<file path="config.mk">
export PLATFORM = sky130hd
export DESIGN_NAME = i2c_txn_arbiter
export DESIGN_NICKNAME = d
export VERILOG_FILES = /design/src/rtl/i2c_pkg.sv /design/src/rtl/i2c_txn_arbiter_rr_arbiter.sv /design/src/rtl/i2c_txn_arbiter.sv
export SDC_FILE = /design/constraint.sdc
export NUM_CORES = 1
export LEC_CHECK = 0
export ABC_AREA = 1
export ABC_CLOCK_PERIOD_IN_PS = 4500
export CAP_MARGIN = 30
export CORE_MARGIN = 5
export CORE_UTILIZATION = 47
export CTS_BUF_LIST = sky130_fd_sc_hd__clkbuf_8
export DETAILED_ROUTE_END_ITERATION = 16
export PLACE_DENSITY_LB_ADDON = 0.08
export SLEW_MARGIN = 10
export SYNTH_ARGS = -nofsm -noshare
export SYNTH_HDL_FRONTEND = slang
export SYNTH_SLANG_ARGS = --single-unit
</file>
<file path="constraint.sdc">
create_clock -name clk -period 4.5 [get_ports clk]
set_input_delay 0.45 -clock clk [delete_from_list [all_inputs] [get_ports clk]]
set_output_delay 0.45 -clock clk [all_outputs]
set_load 0.005 [all_outputs]
</file>
<file path="src/rtl/i2c_pkg.sv">
// Shared encodings for the I2C master and the transaction arbiter in front of it.
package i2c_pkg;

    typedef enum logic [3:0] {
        MST_IDLE     = 4'd0,
        MST_START    = 4'd1,
        MST_ADDR     = 4'd2,
        MST_ACK_ADDR = 4'd3,
        MST_WDATA    = 4'd4,
        MST_ACK_W    = 4'd5,
        MST_RDATA    = 4'd6,
        MST_ACK_R    = 4'd7,
        MST_STOP     = 4'd8,
        MST_RSTART   = 4'd9
    } mst_state_e;

    typedef enum logic [2:0] {
        S_IDLE,
        S_ARB,
        S_LAUNCH,
        S_WAIT_BUSY,
        S_WAIT_DONE,
        S_RESP,
        S_RECOVER
    } arb_state_e;

    localparam int START_TO_DEF = 16;
    localparam int DONE_TO_DEF  = 65535;
    localparam int TMR_W        = 16;

endpackage

</file>
<file path="src/rtl/i2c_txn_arbiter_rr_arbiter.sv">
// Combinational round-robin picker: first set request at or after ptr, wrapping.
module rr_arbiter #(
    parameter int NREQ = 4
) (
    input  logic [NREQ-1:0] req,
    input  logic [1:0]      ptr,
    output logic [NREQ-1:0] grant,
    output logic            found
);

    always_comb begin
        grant = '0;
        found = 1'b0;
        for (int k = 0; k < NREQ; k++) begin
            for (int i = 0; i < NREQ; i++) begin
                if (!found && req[i] && ((int'(ptr) + k) % NREQ) == i) begin
                    grant[i] = 1'b1;
                    found    = 1'b1;
                end
            end
        end
    end

endmodule

</file>
<file path="src/rtl/i2c_txn_arbiter.sv">
// Round-robin sequencer in front of the single-shot I2C master: grants one
// requester, launches the master, waits for completion or timeout, responds, resets the master.
module i2c_txn_arbiter
    import i2c_pkg::*;
#(
    parameter int NREQ     = 4,
    parameter int START_TO = START_TO_DEF,
    parameter int DONE_TO  = DONE_TO_DEF,
    parameter int RST_CYC  = 2
) (
    input  logic                 clk,
    input  logic                 rst,
    input  logic [NREQ-1:0]      req_valid,
    output logic [NREQ-1:0]      req_ready,
    input  logic [NREQ-1:0]      req_rw,
    input  logic [NREQ-1:0]      req_da,
    input  logic [NREQ-1:0]      req_rep,
    input  logic [2*NREQ-1:0]    req_bytcount,
    input  logic [7*NREQ-1:0]    req_addr,
    input  logic [32*NREQ-1:0]   req_wdata,
    output logic [NREQ-1:0]      rsp_valid,
    output logic                 rsp_err,
    output logic [31:0]          rsp_rdata,
    output logic                 mst_enable,
    output logic                 mst_rw,
    output logic                 mst_da,
    output logic                 mst_rep,
    output logic [1:0]           mst_bytcount,
    output logic [6:0]           mst_addr,
    output logic [31:0]          mst_din,
    output logic                 mst_rst_n,
    input  logic [3:0]           mst_state,
    input  logic [31:0]          mst_dout,
    output logic                 busy,
    output logic [1:0]           grant_id
);

    localparam logic [TMR_W-1:0] START_LIM = TMR_W'(START_TO - 1);
    localparam logic [TMR_W-1:0] DONE_LIM  = TMR_W'(DONE_TO - 1);
    localparam logic [7:0]       RCNT_LAST = 8'(RST_CYC - 1);

    arb_state_e       state, state_n;
    logic [NREQ-1:0]  gnt;
    logic             found;
    logic [1:0]       rr_ptr;
    logic [1:0]       gidx;
    logic [TMR_W-1:0] timer;
    logic [7:0]       rcnt;
    logic             err_q;
    logic             mst_idle, start_hit, done_hit;

    logic             d_rw, d_da, d_rep;
    logic [1:0]       d_bc;
    logic [6:0]       d_addr;
    logic [31:0]      d_wdata;

    rr_arbiter #(.NREQ(NREQ)) u_rr (
        .req   (req_valid),
        .ptr   (rr_ptr),
        .grant (gnt),
        .found (found)
    );

    assign mst_idle  = (mst_state == MST_IDLE);
    assign start_hit = (timer >= START_LIM);
    assign done_hit  = (timer >= DONE_LIM);

    // Winner index and its descriptor slice.
    always_comb begin
        gidx    = '0;
        d_rw    = 1'b0;
        d_da    = 1'b0;
        d_rep   = 1'b0;
        d_bc    = '0;
        d_addr  = '0;
        d_wdata = '0;
        for (int i = 0; i < NREQ; i++) begin
            if (gnt[i]) begin
                gidx    = 2'(i);
                d_rw    = req_rw[i];
                d_da    = req_da[i];
                d_rep   = req_rep[i];
                d_bc    = req_bytcount[2*i +: 2];
                d_addr  = req_addr[7*i +: 7];
                d_wdata = req_wdata[32*i +: 32];
            end
        end
    end

    assign req_ready = (state == S_ARB) ? gnt : '0;
    assign rsp_err   = (state == S_RESP) && err_q;
    assign busy      = (state != S_IDLE);

    always_comb begin
        rsp_valid = '0;
        for (int i = 0; i < NREQ; i++)
            rsp_valid[i] = (state == S_RESP) && (grant_id == 2'(i));
    end

    always_ff @(posedge clk or negedge rst) begin
        if (!rst) state <= S_IDLE;
        else      state <= state_n;
    end

    always_comb begin
        state_n = state;
        case (state)
            S_IDLE:      if (|req_valid) state_n = S_ARB;
            S_ARB:       state_n = found ? S_LAUNCH : S_IDLE;
            S_LAUNCH:    state_n = S_WAIT_BUSY;
            S_WAIT_BUSY: begin
                if (!mst_idle)      state_n = S_WAIT_DONE;
                else if (start_hit) state_n = S_RESP;
            end
            S_WAIT_DONE: if (mst_idle || done_hit) state_n = S_RESP;
            S_RESP:      state_n = S_RECOVER;
            S_RECOVER:   if (rcnt == RCNT_LAST) state_n = S_IDLE;
            default:     state_n = S_IDLE;
        endcase
    end

    always_ff @(posedge clk or negedge rst) begin
        if (!rst) begin
            rr_ptr       <= '0;
            grant_id     <= '0;
            mst_rw       <= 1'b0;
            mst_da       <= 1'b0;
            mst_rep      <= 1'b0;
            mst_bytcount <= '0;
            mst_addr     <= '0;
            mst_din      <= '0;
            mst_enable   <= 1'b0;
            mst_rst_n    <= 1'b0;
            timer        <= '0;
            rcnt         <= '0;
            err_q        <= 1'b0;
            rsp_rdata    <= '0;
        end else begin
            // Enable and master reset follow the next state so they line up with it.
            mst_enable <= (state_n == S_LAUNCH) || (state_n == S_WAIT_BUSY) ||
                          (state_n == S_WAIT_DONE);
            mst_rst_n  <= (state_n != S_RECOVER);

            if (state == S_ARB && found) begin
                grant_id     <= gidx;
                rr_ptr       <= (gidx == 2'(NREQ - 1)) ? 2'd0 : gidx + 2'd1;
                mst_rw       <= d_rw;
                mst_da       <= d_da;
                mst_rep      <= d_rep;
                mst_bytcount <= d_bc;
                mst_addr     <= d_addr;
                mst_din      <= d_wdata;
            end

            if (state == S_LAUNCH || (state == S_WAIT_BUSY && !mst_idle))
                timer <= '0;
            else if ((state == S_WAIT_BUSY || state == S_WAIT_DONE) && timer != '1)
                timer <= timer + 1'b1;

            if (state == S_LAUNCH) err_q <= 1'b0;

            if (state == S_WAIT_BUSY && mst_idle && start_hit) begin
                err_q     <= 1'b1;
                rsp_rdata <= '0;
            end

            if (state == S_WAIT_DONE) begin
                if (mst_idle) begin
                    err_q     <= 1'b0;
                    rsp_rdata <= mst_dout;
                end else if (done_hit) begin
                    err_q     <= 1'b1;
                    rsp_rdata <= '0;
                end
            end

            rcnt <= (state == S_RECOVER) ? rcnt + 8'd1 : 8'd0;
        end
    end

endmodule
</file>
==> impl_metrics.json, run 1 <==
{
  "p_leak_nw": 5.28,
  "syn_avg_cell_area_um2": 6.41,
  "fin_crit_ns": 3.37,
  "seqCellArea_um2": 2750,
  "maxCapViolations": 0,
  "wl_mm": 22.4,
  "tightest_slew_ns": 0.781,
  "multiInputGateArea_um2": 3120,
  "pwr-share-seq": 0.287,
  "end_kind": "primary output",
  "netlist_area_um2": 6730,
  "whs_ns": 0.392,
  "rsz0062_at_grt": "false",
  "placementRows": 43,
  "clock_tree.root_cell": "clkbuf_8",
  "period_share": 0.749,
  "netSwitchingFraction": 0.442,
  "die_x_um": 130,
  "cts_hold_buf": 1,
  "fin_cells": 1525,
  "critical_path_class": "in -> out",
  "io-pin-count": 308,
  "power_density_nw_per_um2": 539,
  "syn_nets": 1272,
  "p_clk_frac": 0.117,
  "relSlewSlack": 0.479,
  "hp-class": "in -> async",
  "place.gp.congestion": 0.849,
  "cts_resized": 0,
  "viasPerCell": 4.92,
  "final_hold_viol_count": 0,
  "place_area_um2": 9960,
  "start_kind": "primary input",
  "path_max_fanout": 23,
  "antenna_found_initial": 0,
  "nFillCells": 1225,
  "timing.fmax_mhz": 297,
  "nNetsFinal": 1561,
  "clk_latency_ns": 0.39,
  "grt_pass1_wl_mm": 34.8,
  "grt_max_degree": 58,
  "grt_pass1_vias": 7101,
  "finalPower_mw": 5.49,
  "io_buffer_count": 307,
  "postCtsSetupBuffers": 0,
  "clk_transition_reported_paths_ns": 0.11,
  "syn_to_final_growth_pct": 51.2,
  "dp.cells": 1507,
  "synth_warnings": 0,
  "fin_setup_tns_ns": 0,
  "setup_viol": 0,
  "cts_buffers": 9,
  "first_iter_violations": 503,
  "cts.sinks": 110,
  "htreeDepth": 3,
  "initial_utilization": 0.481,
  "num_vias": 7501,
  "gr-total-overflow": 0,
  "die_area_um2": 16800,
  "drc": 0,
  "final_util": 0.728,
  "design.core.area_um2": 14000,
  "power.switching_mw": 2.42,
  "ys_seq_area_frac": 0.409,
  "clock_path_buffers": 2,
  "vdd_ir_drop_max_uv": 374,
  "wl_per_cell_um": 14.7,
  "worstPathArrival_ns": 2.92,
  "required_ns": 4.05,
  "synth_cells": 1050,
  "comb_power_share": 0.596,
  "internal_power_mw": 3.06,
  "status": "complete, no violations",
  "ys_seq_elements": 110,
  "drt_pass1_iterations": 5,
  "postLayoutSetupSlackWorst_ns": 1.13,
  "skew_ns": 0.0127,
  "dp_slack_ns": 1.14,
  "fin_area_um2": 10200,
  "grt_use_total": 0.261,
  "ant_nets": 0,
  "drive_gt1_frac": 0.0327,
  "dp_hpwl_mm": 16.9,
  "die_h_um": 130,
  "yosysUniqueCellTypes": 26,
  "finalMaxSlewViolations": 0,
  "cts_tree": "yes"
}
[routing by layer]
layer	share of wire	routed length [um]	vias up	global-route usage
li1	-	-	3792	-
met1	0.39	8650	3392	0.304
met2	0.50	11100	273	0.452
met3	0.085	1910	44	0.0754
met4	0.031	692	0	0.106
met5	0	0	-	0
[logic make-up (layout without fill, tap and decap cells)]
group / after synthesis / in the layout / share of synthesized area
simple gates: 624 / 624 / 0.382
fa+ha+maj: 4 / 4 / 0.00744
flops: 110 / 110 / 0.409
other cells: 0 / 1 / 0
buf+inv: 223 / 517 / 0.132
compound gates: 89 / 89 / 0.0699
[synth_stat cells]
| cell | n | area (um2) |
|---|---|---|
| inv_2 | 5 | 18.8 |
| o21ai_0 | 19 | 95.1 |
| nand2_2 | 2 | 12.5 |
| a21oi_1 | 61 | 305 |
| o21ai_2 | 1 | 8.76 |
| nor3_1 | 29 | 145 |
| nor2_1 | 86 | 323 |
| nor4_2 | 1 | 12.5 |
| nand2_1 | 385 | 1450 |
| a2111oi_0 | 1 | 8.76 |
| nor4_1 | 5 | 31.3 |
| a211oi_1 | 1 | 7.51 |
| ha_1 | 4 | 50.1 |
| dfrtp_1 | 110 | 2750 |
| nand4_1 | 10 | 62.6 |
| a31oi_1 | 1 | 6.26 |
| nor3_2 | 1 | 10.0 |
| nand3_1 | 103 | 515 |
| a221oi_1 | 1 | 8.76 |
| o31ai_1 | 1 | 7.51 |
| inv_1 | 174 | 653 |
| buf_4 | 10 | 75.1 |
| a22oi_1 | 3 | 22.5 |
| nor2_2 | 2 | 12.5 |
| buf_2 | 11 | 55.1 |
| clkbuf_1 | 23 | 86.3 |
[cells in the final DEF (no fill, tap or decap), types with 3 or more instances in the layout]
master	count
a21oi_1	61
a22oi_1	3
buf_4	13
clkbuf_8	10
clkdlybuf4s50_1	306
clkinv_4	3
dfrtp_1	110
ha_1	4
inv_1	175
inv_2	5
nand2_1	384
nand2_2	3
nand3_1	103
nand4_1	10
nor2_1	85
nor2_2	3
nor3_1	29
nor4_1	5
o21ai_0	19
[registers in the layout, summed over array words and instances (netlist names), 2 cells and up]
| register | flops |
|---|---|
| timer | 16 |
| mst_din | 32 |
| rcnt | 8 |
| rr_ptr | 2 |
| grant_id | 2 |
| mst_bytcount | 2 |
| state | 3 |
| mst_addr | 7 |
| rsp_rdata | 32 |
[area by class of cell]
cell class	instances	area share
Antenna cell	1	0.000246
Clock buffer	10	0.0135
Clock inverter	6	0.00701
Inverter	179	0.0660
Multi-Input combinational cell	717	0.307
Sequential cell	110	0.270
Tap cell	180	0.0221
Timing Repair Buffer	322	0.314
[final timing paths]
path                               from       endpoint  slack, ns  depth (start not counted)
max in group asynchronous           rst     mst_din[5]       3.16                          3
hold / removal                      rst  rsp_rdata[23]       0.39                          2
hold reg to reg             mst_din[11]    mst_din[11]       0.49                          2
min in group clk            mst_din[11]    mst_din[11]       0.49                          2
setup reg to reg              rr_ptr[1]    mst_din[31]       1.71                         15
setup / recovery           req_valid[1]   req_ready[0]       1.13                         11
[power groups by stage]
stage | combinational (mW) | sequential (mW) | clock [mW]
floorplan | 1.88 | 1.59 | 0
global placement | 3.26 | 1.58 | 0
detailed placement | 3.30 | 1.58 | 0
CTS | 3.31 | 1.57 | 0.647
global route | 3.70 | 1.62 | 0.687
finish | 3.27 | 1.58 | 0.640
[worst max-delay path: stages]
cell,delay (ns)
clkdlybuf4s50_1,0.55
nand3_1,0.19
nand4_1,0.13
nor2_2,0.16
nand4_1,0.11
nor2_2,0.15
nand4_1,0.14
o21ai_2,0.17
inv_2,0.20
nor2_1,0.13
clkdlybuf4s50_1,0.52
Note: power is estimated with default switching activity, not from simulation.
==> inputs of run 2 (changes only) <==
- ABC_CLOCK_PERIOD_IN_PS: 4500 -> 3000
- CORE_UTILIZATION: 47 -> 39
- clock period: 4.5 -> 3 ns (I/O delays scaled with it)
==> impl_metrics.json, run 2 (synthesis gave the netlist of run 1 again) <==
{
  "status": "complete, no violations",
  "drc": 0,
  "gr-total-overflow": 0,
  "crit_end": "req_ready[3]",
  "reg_top3": "mst_din (32), rsp_rdata (32), timer (16)",
  "clock_tree.root_cell": "clkbuf_8",
  "mostFrequentLayoutCell": "nand2_1",
  "ant_nets": 0,
  "period_share": 0.891,
  "nFillCells": 1685,
  "tightest_slew_ns": 0.686,
  "initial_utilization": 0.393,
  "end_kind": "primary output",
  "r2r_start": "rr_ptr[0]",
  "final_cell_mix": "nand2_1 (384), clkdlybuf4s50_1 (302), inv_1 (174), dfrtp_1 (108), nand3_1 (102)",
  "grt_max_degree": 60,
  "drive_gt1_frac": 0.0458,
  "rsz0062_at_grt": "false",
  "num_vias": 7281,
  "final_hold_viol_count": 0,
  "worstPathArrival_ns": 2.37,
  "critPathLaunch": "rr_ptr[0]",
  "multiInputGateArea_um2": 3140,
  "wl_per_cell_um": 14.0,
  "dp_hpwl_mm": 16.8,
  "r2r-end": "mst_bytcount[1]",
  "finalMaxSlewViolations": 0,
  "p_leak_nw": 5.41,
  "cts_buffers": 9,
  "grt_pass1_wl_mm": 34.7,
  "path_max_fanout": 6,
  "grt_pass1_vias": 6879,
  "start_kind": "flip-flop",
  "cts.sinks": 110,
  "skew_ns": 0.0124,
  "place.gp.congestion": 0.883,
  "wl_mm": 22.2,
  "timing.fmax_mhz": 374,
  "htreeDepth": 3,
  "io_buffer_count": 307,
  "hp-class": "in -> reg",
  "seqCellArea_um2": 2760,
  "drt_pass1_iterations": 6,
  "io-pin-count": 308,
  "power_density_nw_per_um2": 802,
  "nNetsFinal": 1571,
  "setup_viol": 0,
  "placementRows": 48,
  "design.core.area_um2": 17100,
  "clk_transition_reported_paths_ns": 0.12,
  "finalPower_mw": 8.32,
  "grt_use_total": 0.215,
  "syn_to_final_growth_pct": 54.0,
  "die_x_um": 141,
  "vdd_ir_drop_max_uv": 647,
  "first_iter_violations": 297,
  "die_area_um2": 20000,
  "antenna_found_initial": 0,
  "relSlewSlack": 0.542,
  "maxCapViolations": 0,
  "fin_crit_ns": 2.67,
  "required_ns": 2.70,
  "fin_setup_tns_ns": 0,
  "clock_path_buffers": 2,
  "viasPerCell": 4.61,
  "reg2reg_slack_ns": 0.51,
  "cts_tree": "yes",
  "antenna_cells": 0,
  "critical_path_class": "reg -> out",
  "rr_worst_depth": 17,
  "die_h_um": 141,
  "clk_latency_ns": 0.38
}
==> run 2: layout make-up <==
| cell class | instances | area share |
|---|---|---|
| multi-input combinational | 717 | 0.303 |
| inverter | 179 | 0.0648 |
| clock buffer | 9 | 0.0119 |
| clock inverter | 7 | 0.00857 |
| tap | 225 | 0.0272 |
| timing repair buffer | 332 | 0.319 |
| sequential | 110 | 0.266 |
==> run 2: what timing repair did <==
item | CTS | global route
pin swaps | 0 | 2
gates cloned | 0 | 0
hold endpoints to repair | 51 | 0
hold buffers | 1 | 0
endpoints found under the setup margin | 3 | 4
buffers inserted | 0 | 1
resized for setup | 2 | 8
==> run 2: through the flow <==
step                      utilization  cell area, um2  worst slack (ns)  std cells  hold slack, ns
after floorplan                     -            6730             0.898       1050         0.00441
after global placement          0.591           10100             0.188       1561           0.396
after detailed placement        0.591           10100             0.215       1561           0.389
after CTS                       0.604           10300            0.0237       1578           0.435
after global routing            0.606           10400           0.00768       1579           0.436
final                           0.606           10400             0.327       1579           0.459
==> run 2: power by group <==
| group | switching [mW] | leakage, nW | internal [mW] |
|---|---|---|---|
| logic | 2.72 | 3.86 | 2.24 |
| clock network | 0.574 | 0.109 | 0.408 |
| registers | 0.353 | 1.44 | 2.02 |
| total | 3.65 | 5.41 | 4.67 |
==> run 2: worst min path at each step <==
stage	from	endpoint	slack, ns	depth (start not counted)
6_report	mst_dout[6]	rsp_rdata[6]	0.46	3
5_1_grt	mst_dout[3]	rsp_rdata[3]	0.44	3
4_1_cts	mst_dout[6]	rsp_rdata[6]	0.43	3
3_5_place_dp	rst	rcnt[4]	0.39	1
3_3_place_gp	rst	rcnt[4]	0.40	1
2_1_floorplan	rst	err_q	0.004	0
==> run 2: routing by layer <==
| metal | share of wire | track usage |
|---|---|---|
| met5 | 0 | 0 |
| met4 | 0.022 | 0.0712 |
| met3 | 0.093 | 0.0701 |
| met2 | 0.49 | 0.374 |
| met1 | 0.39 | 0.249 |
==> run 2: critical path: stages, from the launching register on <==
cell            delay, ns
dfrtp_2              0.45
nor2_1               0.11
nand2_1              0.10
nand3_1              0.07
nor2_1               0.09
nand4_1              0.13
nor2_2               0.16
nand4_1              0.12
nor2_2               0.18
buf_4                0.13
nand4_1              0.06
nor2_1               0.12
nor2_2               0.05
nor2_1               0.07
dlymetal6s2s_1       0.16
==> inputs of run 3 (changes only) <==
--- a/config.mk
+++ b/config.mk
@@ -9,5 +9,4 @@
 export ABC_CLOCK_PERIOD_IN_PS = 3000
 export CAP_MARGIN = 30
-export CORE_MARGIN = 5
 export CORE_UTILIZATION = 39
 export CTS_BUF_LIST = sky130_fd_sc_hd__clkbuf_8
==> constraint.sdc (replaced) <==
create_clock -name clk -period 3 [get_ports clk]
set_input_delay 0.6 -clock clk [delete_from_list [all_inputs] [get_ports clk]]
set_output_delay 0.6 -clock clk [all_outputs]
set_load 0.005 [all_outputs]
==> impl_metrics.json, run 3 (synthesis gave the netlist of run 1 again) <==
{
  "status": "complete, no violations",
  "vdd_ir_drop_max_uv": 606,
  "tightest_slew_ns": 0.592,
  "p_clk_frac": 0.111,
  "fin_crit_ns": 2.92,
  "die_area_um2": 17800,
  "internal_power_mw": 4.85,
  "io-pin-count": 308,
  "dp.cells": 1569,
  "critical_path_class": "reg -> out",
  "comb_power_share": 0.611,
  "reg2reg_slack_ns": 0.44,
  "path_cells": "inv_2, nand3_2, nand4_1, nor2_2, nand4_1, nor2_2, nand4_1, o21ai_2, inv_2, nor2_1, buf_4, clkdlybuf4s15_2",
  "mostFrequentLayoutCell": "nand2_1",
  "cts_hold_buf": 0,
  "setup_viol": 0,
  "nFillCells": 1557,
  "slowest_stage": "dfrtp_2",
  "die_h_um": 133,
  "first_iter_violations": 442,
  "rsz0062_at_grt": "true",
  "fin_area_um2": 10600,
  "cts_tree": "yes",
  "ant_nets": 0,
  "worstPathArrival_ns": 2.32,
  "htreeDepth": 3,
  "clk_latency_ns": 0.39,
  "drc": 0,
  "dp_hpwl_mm": 15.9,
  "critPathLaunch": "rr_ptr[1]",
  "io_buffer_count": 307,
  "clk_transition_reported_paths_ns": 0.11,
  "finalMaxSlewViolations": 0,
  "grt_max_degree": 52,
  "die_x_um": 133,
  "design.core.area_um2": 16700,
  "hp-class": "in -> async",
  "cp_common_cell": "nand4_1",
  "drt_pass1_iterations": 5,
  "cts_buffers": 9,
  "cts.sinks": 110,
  "pwr-share-seq": 0.278,
  "whs_ns": 0.205,
  "period_share": 0.975,
  "clock_tree.root_cell": "clkbuf_8",
  "final_hold_viol_count": 0,
  "clock_path_buffers": 2,
  "syn_to_final_growth_pct": 56.9,
  "place.gp.congestion": 0.870,
  "power_density_nw_per_um2": 811,
  "wl_mm": 21.5,
  "crit_path_max_incr_delay_ns": 0.47,
  "placementRows": 47,
  "viasPerCell": 4.67,
  "postLayoutSetupSlackWorst_ns": 0.0763,
  "maxCapViolations": 0,
  "grt_use_total": 0.247,
  "r2r_start": "rr_ptr[1]",
  "num_vias": 7468,
  "gr-total-overflow": 0,
  "start_kind": "flip-flop",
  "finalPower_mw": 8.57,
  "drive_gt1_frac": 0.0725,
  "netSwitchingFraction": 0.434,
  "path_max_fanout": 6,
  "nNetsFinal": 1596,
  "fin_cells": 1600,
  "required_ns": 2.40,
  "relSlewSlack": 0.605,
  "initial_utilization": 0.403,
  "grt_pass1_wl_mm": 34.9,
  "skew_ns": 0.0111,
  "antenna_found_initial": 1,
  "place_area_um2": 10200,
  "dp_slack_ns": -0.424,
  "final_cell_mix": "nand2_1 (382), clkdlybuf4s50_1 (298), inv_1 (173), dfrtp_1 (108), nand3_1 (100)",
  "power.switching_mw": 3.72,
  "timing.fmax_mhz": 342,
  "end_kind": "primary output",
  "wl_per_cell_um": 13.5,
  "p_leak_nw": 5.48,
  "grt_pass1_vias": 7180,
  "reg_top3": "mst_din (32), rsp_rdata (32), timer (16)"
}
==> run 3: cell count changes in the layout (fill, tap and decap cells not counted), moves of 2 or more <==
| cell | previous run | this run |
|---|---|---|
| buf_12 | 3 | 5 |
| buf_2 | 0 | 3 |
| buf_4 | 22 | 46 |
| clkdlybuf4s50_1 | 302 | 298 |
| dlygate4sd2_1 | 0 | 4 |
| dlymetal6s2s_1 | 4 | 0 |
| inv_2 | 5 | 7 |
| nand2_1 | 384 | 382 |
| nand2_2 | 3 | 5 |
| nand3_1 | 102 | 100 |
| nand3_2 | 1 | 3 |
| nor2_1 | 83 | 80 |
| nor2_2 | 5 | 7 |
==> run 3: per-layer routing <==
layer / vias up / global-route usage / part of all wire
met5: - / 0 / 0
met3: 42 / 0.0594 / 0.065
li1: 3871 / - / -
met1: 3332 / 0.289 / 0.41
met2: 223 / 0.436 / 0.50
met4: 0 / 0.0903 / 0.025
==> run 3: power by group through the flow <==
| stage | clock, mW | sequential (mW) | combinational, mW |
|---|---|---|---|
| 3_5_place_dp | 0 | 2.38 | 5.10 |
| 2_1_floorplan | 0 | 2.38 | 2.82 |
| 3_3_place_gp | 0 | 2.38 | 5.05 |
| 4_1_cts | 0.977 | 2.38 | 5.21 |
| 5_1_grt | 1.04 | 2.45 | 5.89 |
| 6_report | 0.955 | 2.38 | 5.24 |
==> run 3: worst paths after layout <==
kind | end | depth (start not counted)
worst min register to register | mst_din[20] | 2
worst max-delay path | req_ready[0] | 12
worst min-delay path | rcnt[3] | 1
min in group clk | mst_din[20] | 2
worst max register to register | mst_din[31] | 18
max in group asynchronous | rr_ptr[1] | 2
==> run 3: repair_timing <==
action | in CTS | in global routing
endpoints found under the hold margin | 0 | 0
resized for setup | 28 | 7
buffers inserted | 10 | 4
pin swaps | 10 | 15
endpoints found under the setup margin | 4 | 4
==> run 3: worst max-delay path: cells and delay by family, from the launching register on <==
family	cells	cell delay, ns
buf+inv	4	0.45
flops	1	0.47
simple gates	7	0.85
compound gates	1	0.18
==> run 3: area by class of cell <==
type / count / area, um2 / area share
tap: 220 / 275 / 0.0261
timing repair buffer: 357 / 3490 / 0.330
clock inverter: 7 / 77.6 / 0.00734
inverter: 179 / 672 / 0.0636
clock buffer: 9 / 124 / 0.0117
sequential: 110 / 2760 / 0.261
multi-input combinational: 717 / 3170 / 0.300
antenna: 1 / 2.50 / 0.000237
==> run 3: per-stage QoR <==
| step | TNS, ns | util |
|---|---|---|
| 5_1_grt | -0.287 | 0.632 |
| 2_1_floorplan | 0 | - |
| 3_3_place_gp | -1.65 | 0.612 |
| 3_5_place_dp | -2.31 | 0.612 |
| 4_1_cts | 0 | 0.630 |
| 6_report | 0 | 0.632 |
